`config.mk`:
```
export PLATFORM = sky130hd
export DESIGN_NAME = operand_select_pipe
export DESIGN_NICKNAME = d
export VERILOG_FILES = /design/src/rtl/operand_select_pipe.sv
export SDC_FILE = /design/constraint.sdc
export NUM_CORES = 1
export LEC_CHECK = 0
export CORE_ASPECT_RATIO = 0.6
export CORE_UTILIZATION = 44
export CTS_BUF_LIST = sky130_fd_sc_hd__clkbuf_16
export DETAILED_ROUTE_END_ITERATION = 10
export HOLD_SLACK_MARGIN = 0.02
export PLACE_DENSITY = 0.78
export SLEW_MARGIN = 20
export SYNTH_ARGS = -nofsm -noshare
export SYNTH_HDL_FRONTEND = slang
export SYNTH_SLANG_ARGS = --single-unit
```
`constraint.sdc`:
```
create_clock -name clk -period 1.86 [get_ports clk]
set_input_delay 0.186 -clock clk [delete_from_list [all_inputs] [get_ports clk]]
set_output_delay 0.186 -clock clk [all_outputs]
set_load 0.02 [all_outputs]
```
`src/rtl/operand_select_pipe.sv`:
```
`timescale 1ns/1ps
// operand_select_pipe
//
// Pipelined N:1 source-2 operand multiplexer for the operand-fetch to ALU
// boundary. A binary select picks one of NSRC sources at accept time. The
// chosen word is held in an output register (OR) backed by a skid register
// (SK), so the stage sustains one operand per cycle under back-pressure.
//
// Optional feature (macro OPSEL_SEL_ERR_EN):
//   defined   - an illegal select (sel >= NSRC) raises out_sel_err alongside
//               its zeroed word; the error bit travels through OR/SK.
//   undefined - out_sel_err is tied to 0 and no error storage exists.
//   Both builds capture out_data = 0 for an illegal select.
//
// Ports:
//   clk, rst     rising-edge clock, asynchronous active-high reset
//   in_valid     source bundle and select are valid
//   in_ready     stage can accept this cycle (decoded from registered state)
//   sel          source index; source k is src_data[k*WIDTH +: WIDTH]
//   src_data     flattened sources (0 = register data, 1 = extended imm)
//   out_valid    out_data holds a word
//   out_ready    consumer accepts out_data this cycle
//   out_data     selected operand
//   out_sel_err  the word in out_data came from an illegal select
//   stall_cnt    saturating count of cycles with out_valid=1, out_ready=0
//   fsm_state    current FSM state (0 EMPTY, 1 ONE, 2 TWO) for debug
//
// Handshake: a transfer happens on a rising edge where valid and ready are
// both high; valid never depends on ready, and once raised, valid and its
// data hold until the transfer completes.

module operand_select_pipe #(
    parameter int WIDTH = 16,
    parameter int NSRC  = 4,
    parameter int SELW  = (NSRC > 1) ? $clog2(NSRC) : 1
) (
    input  logic                  clk,
    input  logic                  rst,
    input  logic                  in_valid,
    output logic                  in_ready,
    input  logic [SELW-1:0]       sel,
    input  logic [NSRC*WIDTH-1:0] src_data,
    output logic                  out_valid,
    input  logic                  out_ready,
    output logic [WIDTH-1:0]      out_data,
    output logic                  out_sel_err,
    output logic [15:0]           stall_cnt,
    output logic [1:0]            fsm_state
);

    typedef enum logic [1:0] {
        ST_EMPTY = 2'd0,
        ST_ONE   = 2'd1,
        ST_TWO   = 2'd2
    } state_t;

    state_t           state;
    logic [WIDTH-1:0] sk_data;
    logic [WIDTH-1:0] sel_word;
    logic             sel_bad;
    logic             accept;
    logic             drain;
    logic             or_load_new;
    logic             or_load_sk;
    logic             sk_load;

    // Source selection. Any code without a matching source (including the
    // unused codes when NSRC is not a power of two) yields a zero word.
    always_comb begin
        sel_word = '0;
        sel_bad  = 1'b1;
        for (int k = 0; k < NSRC; k++) begin
            if (sel == SELW'(k)) begin
                sel_word = src_data[k*WIDTH +: WIDTH];
                sel_bad  = 1'b0;
            end
        end
    end

    assign in_ready  = (state != ST_TWO);
    assign out_valid = (state != ST_EMPTY);
    assign fsm_state = state;
    assign accept    = in_valid && in_ready;
    assign drain     = out_valid && out_ready;

    // Register load enables, shared by the data path and the error bits so
    // a word and its error flag can never drift apart.
    always_comb begin
        or_load_new = accept && ((state == ST_EMPTY) || ((state == ST_ONE) && drain));
        sk_load     = accept && (state == ST_ONE) && !drain;
        or_load_sk  = drain && (state == ST_TWO);
    end

    always_ff @(posedge clk or posedge rst) begin
        if (rst) begin
            state    <= ST_EMPTY;
            out_data <= '0;
            sk_data  <= '0;
        end else begin
            if (or_load_new) out_data <= sel_word;
            if (or_load_sk)  out_data <= sk_data;
            if (sk_load)     sk_data  <= sel_word;
            case (state)
                ST_EMPTY: if (accept) state <= ST_ONE;
                ST_ONE: begin
                    if (drain && !accept)      state <= ST_EMPTY;
                    else if (accept && !drain) state <= ST_TWO;
                end
                ST_TWO:   if (drain) state <= ST_ONE;
                default:  state <= ST_EMPTY;
            endcase
        end
    end

    // Back-pressure counter: sticks at all-ones instead of wrapping.
    always_ff @(posedge clk or posedge rst) begin
        if (rst) begin
            stall_cnt <= '0;
        end else if (out_valid && !out_ready && (stall_cnt != 16'hFFFF)) begin
            stall_cnt <= stall_cnt + 16'd1;
        end
    end

`ifdef OPSEL_SEL_ERR_EN
    logic sk_err;

    always_ff @(posedge clk or posedge rst) begin
        if (rst) begin
            out_sel_err <= 1'b0;
            sk_err      <= 1'b0;
        end else begin
            if (or_load_new) out_sel_err <= sel_bad;
            if (or_load_sk)  out_sel_err <= sk_err;
            if (sk_load)     sk_err      <= sel_bad;
        end
    end
`else
    assign out_sel_err = 1'b0;
`endif

endmodule

```
======== Word level (Yosys, flattened, before mapping) ========
Cells that the tools add are included.
W data, S select, Z words.
word-level totals
  input bits .............................. 70
  logic and storage cells ................. 46
  flip-flop bits (word level) ............. 50
  output and inout bits ................... 37
operators by class
  $add $sub $neg .......................... 1
  eq/ne operators ......................... 10
  reductions and logical operators ........ 20
  mux-type cells .......................... 11
operator list
  kind                     number
  $mux W16                 6
  $add A16 B1 Y16 const B  1
  $ne A16 B16 Y1 const B   1
  $logic_and A1 B1 Y1      11
  $mux W2                  4
  $eq A2 B2 Y1 const B     3
  $ne A2 B2 Y1 const B     3
  $pmux W2 S3              1
  $eq A2 B1 Y1 const B     2
  $logic_not A2 Y1         2
  $reduce_bool A2 Y1       2
  $logic_not A1 Y1         3
  $ne A3 B1 Y1 const B     1
  $reduce_and A3 Y1        1
  $logic_or A1 B1 Y1       1

======== Longest topological paths before layout ========
  word-level depth ........................ 7
  depth in mapped cells ................... 6
  depth with buffers taken out ............ 5

======== Worst setup path after synthesis ========
OpenSTA, ideal clock, no wires.
  kind .................................... reg-to-reg
  from .................................... register state[1], in the netlist fsm_state[1]
  to ...................................... register sk_data[0]
  setup time .............................. 0.125 ns
  stages on the path, launching flop included .. 5
  path buffers ............................ 1
  data required time ...................... 1.735 ns
  arrival ................................. 1.638 ns
  clock period less this slack ............ 1.762 ns
  slack ................................... 0.098 ns
  cell sequence ........................... dfrtp_1 -> and2b_1 -> nor3b_4 -> buf_6 -> mux2_2
between the ends
  longest elaborated chain between the ends .. 4
  elaborated cells on any way between the ends .. 8
  those cells by class .................... eq/ne (2); reduce/logical (6)
ends and longest elaborated chain
  what                                                            line    text
  from (decl)                                                     57      state_t state;
  from (signal assigned)                                          96      state <= ST_EMPTY;
  from (signal assigned)                                          104     ST_EMPTY: if (accept) state <= ST_ONE;
  from (signal assigned)                                          106     if (drain && !accept) state <= ST_EMPTY;
  $ne A2 B2 Y1 / $reduce_bool A2 Y1 (equally long branches)       80, 81
  $logic_and A1 B1 Y1 (on tied branches)                          83, 84
  $logic_and A1 B1 Y1 / $logic_not A1 Y1 (equally long branches)  90      sk_load = accept && (state == ST_ONE) && !drain;
  $logic_and A1 B1 Y1 (*)                                         90
  to (signal assigned)                                            102     if (sk_load) sk_data <= sel_word;
  to (decl)                                                       58      logic [WIDTH-1:0] sk_data;
Every way passes the cells marked *; elsewhere a longest branch is shown, timed or not.
A chain may end at the register's enable or synchronous reset.

======== Worst setup path after layout ========
  from .................................... register state[0], in the netlist fsm_state[0]
  to ...................................... output out_valid
between the ends
  longest elaborated chain between the ends .. 1
ends and longest elaborated chain
  what                line  text
  $reduce_bool A2 Y1  81    assign out_valid = (state != ST_EMPTY);
  to (decl)           43    output logic out_valid,
Every way passes these cells.

==> metrics <==
status=finished, final reports clean; unique cell type count in the Yosys netlist=37; Main synth FF type=dfrtp_1; Mapped Area=2691 µm²; row count=21; Critical R2R Launch=stall_cnt[1]; Starting Density=46.99%; clock tree root driver cell=clkbuf_16; Leakage=between 0.0015 and 0.002 µW; cell with the most instances after synthesis=dfrtp_1; nets=approximately 430; Synth top area share=46.49%; Syn. warnings=0; Core ar.=5728 µm²; htree depth=2; worst-margin pin slew=0.7902 ns; register area share after synthesis=46.49%; Worst VDD drop=0.0004481 V; vias in the first global route=2443; Layout area overhead=54.53%; Hold WC Path Type=in -> async; Comb pwr share=34.9%; Post-synth EDFFs=0; DR vias/cell=around 5.3; Syn Nets=308; cells on worst reg2reg path=5; area of the die=6444 µm²; largest net degree at the start of global routing=51; Mapped Cells=237; Reg2Reg Setup Slack=between 0.1 and 0.15 ns; post-layout min period=1.810 ns; placed cell count=between 400 and 500; CTS buffer count=5; residual DRC count=0; maximum fanout along the worst path=9; # diodes=0; met3 wire len=570 µm; ys async rst share=100.0%; placed cell areas=3945 µm²; clock network power share=27.2%; Antenna Nets Post-Route=0; Worst setup EP type=output pin; Int Pwr=3016 µW; NetSw=1311 µW; Core Util, Final=72.61%; first-pass GRT wire length=11850 µm; clock skew=0.006299 ns; initial antenna violation count=0; total global-route track usage=24.25%; top cells by area, synth=dfrtp_1, mux4_2, mux2_2, a21oi_1, nand2_1; Skew-Pair Late Insertion Delay=0.29 ns; TritonCTS clock tree=built; DR top layer=met4; DR WL met2=about 3300 µm; FF+latch count, synth=50; Die W=103.0 µm; met1 wire length=3181 µm; Die Span Y=around 63 µm; Max Slew Vio Count=0; share of cells above drive strength 1=20.67%; Post-Route Setup TNS=0 ns; final WL=a little over 7000 µm; GRT overflow=0; WS Path Type=reg -> out; Fin. Hold Viols=0; Flop pwr share=37.9%; Tcrit/Tclk final=97.31%; cts hold-fix bufs=0; vias=2335; PortBufs=between 100 and 150; Synth area leader=dfrtp_1; Critical Path RT=1.67 ns; final instance area=4159 µm²; clock tree buffer depth=2; reg-to-reg critical path endpoint=stall_cnt[8]; initial drt markers=74; crit path DAT=1.62 ns; pwr dens=1040 nW/µm²; sw frac=between 30 and 40%; # IOs=107; Final GP Congestion=just over 0.8; post-route insts no fill=438; max cap viols=0; slew margin rel.=47.01%; Wirelength per Cell=16.30 µm; Sink Count=50; RSZ-0062 raised after global routing=false; drt pass-1 iters=6; Max Clk Rate=around 0.55 GHz; Synth top cells by count=dfrtp_1, a21oi_1, nand2_1, nor2_1, mux2_2; Hold WS=0.2437 ns; Clk pin slew, worst setup/hold paths=about 0.070 ns; final setup fails=0; Startpoint Class=flop; HPWL after detailed placement=5338 µm; Avg Inst Size Synth=11.36 µm²
## placed cells by master, fill, tap and decap left out, types with 2 or more instances in the layout
cell,n
inv_2,2
dfrtp_1,48
buf_4,18
xor2_1,7
a21oi_1,37
nor2b_1,2
clkdlybuf4s50_1,105
mux4_2,16
bufinv_16,2
clkbuf_16,5
nand2_1,21
nor2_1,20
o21ai_0,2
mux2_2,17
nand4_1,5
nand4b_1,2
buf_12,3
inv_1,3
mux2_1,2
xnor2_1,5
nor3_1,4
or2_2,3
a211oi_1,5
dfrtp_2,2
nand3_1,6
## per-stage QoR
step                      power, µW  setup WS (ns)
after floorplan                2391        0.09757
after global placement         3079        0.02429
after detailed placement       3126       -0.02861
after CTS                      4313       0.003248
after global routing           4544        0.01551
final                          4327        0.05001
## sequential cells by signal, summed over array words and instances (netlist names)
register   cells
out_data      16
sk_data       16
stall_cnt     16
fsm_state      2
## cell type report
type	instances	area, µm²
Fill cell	422	1569
Multi-Input combinational cell	169	1346
Sequential cell	50	1254
Timing Repair Buffer	126	1246
Clock buffer	5	125.1
Tap cell	80	100.1
Clock inverter	3	68.82
Inverter	5	18.77
## metal layers
layer | track usage [%] | vias up
li1 | - | 1096
met1 | 32.31 | 1134
met2 | 37.92 | 97
met3 | 8.166 | 8
met4 | 6.338 | 0
met5 | 0 | -
## timing repair
action	in CTS	in global routing
buffers inserted	0	2
resized for setup	0	3
endpoints found under the setup margin	0	4
## worst max-delay path by stage
| stage | from | end | slack, ns | depth (start not counted) |
|---|---|---|---|---|
| after floorplan | fsm_state[1] | sk_data[0] | 0.1 | 4 |
| after global placement | sel[0] | sk_data[15] | 0.02 | 4 |
| after detailed placement | sel[0] | sk_data[14] | -0.03 | 4 |
| after CTS | fsm_state[0] | out_valid | 0.003 | 2 |
| after global routing | fsm_state[0] | out_valid | 0.02 | 2 |
| final | fsm_state[0] | out_valid | 0.05 | 2 |
## worst max-delay path, cell delays in order (launching register included)
cell and delay (ns):
dfrtp_2 0.48, or2_2 0.32, clkdlybuf4s50_1 0.54
## cell families (layout without fill, tap and decap cells)
logic type               after synthesis  in the layout  synth area share (%)
flip-flops                            50             50                 46.49
AND/OR/NAND/NOR                       71             71                 13.44
multiplexers                          36             36                 21.71
XOR/XNOR                              12             12                 3.905
other                                  1              1                0.1393
AO/OA/AOI/OAI                         48             48                 10.27
buffers and inverters                 18            139                 3.579
adder cells (fa/ha/maj)                1              1                0.4648
## power groups by stage
stage	Clock (µW)	Combinational (µW)	Sequential, µW
2_1_floorplan	0	565	1830
3_3_place_gp	0	1430	1640
3_5_place_dp	0	1470	1650
4_1_cts	1190	1480	1640
5_1_grt	1230	1630	1680
6_report	1180	1510	1640
Power figures use the tool's default switching activity.
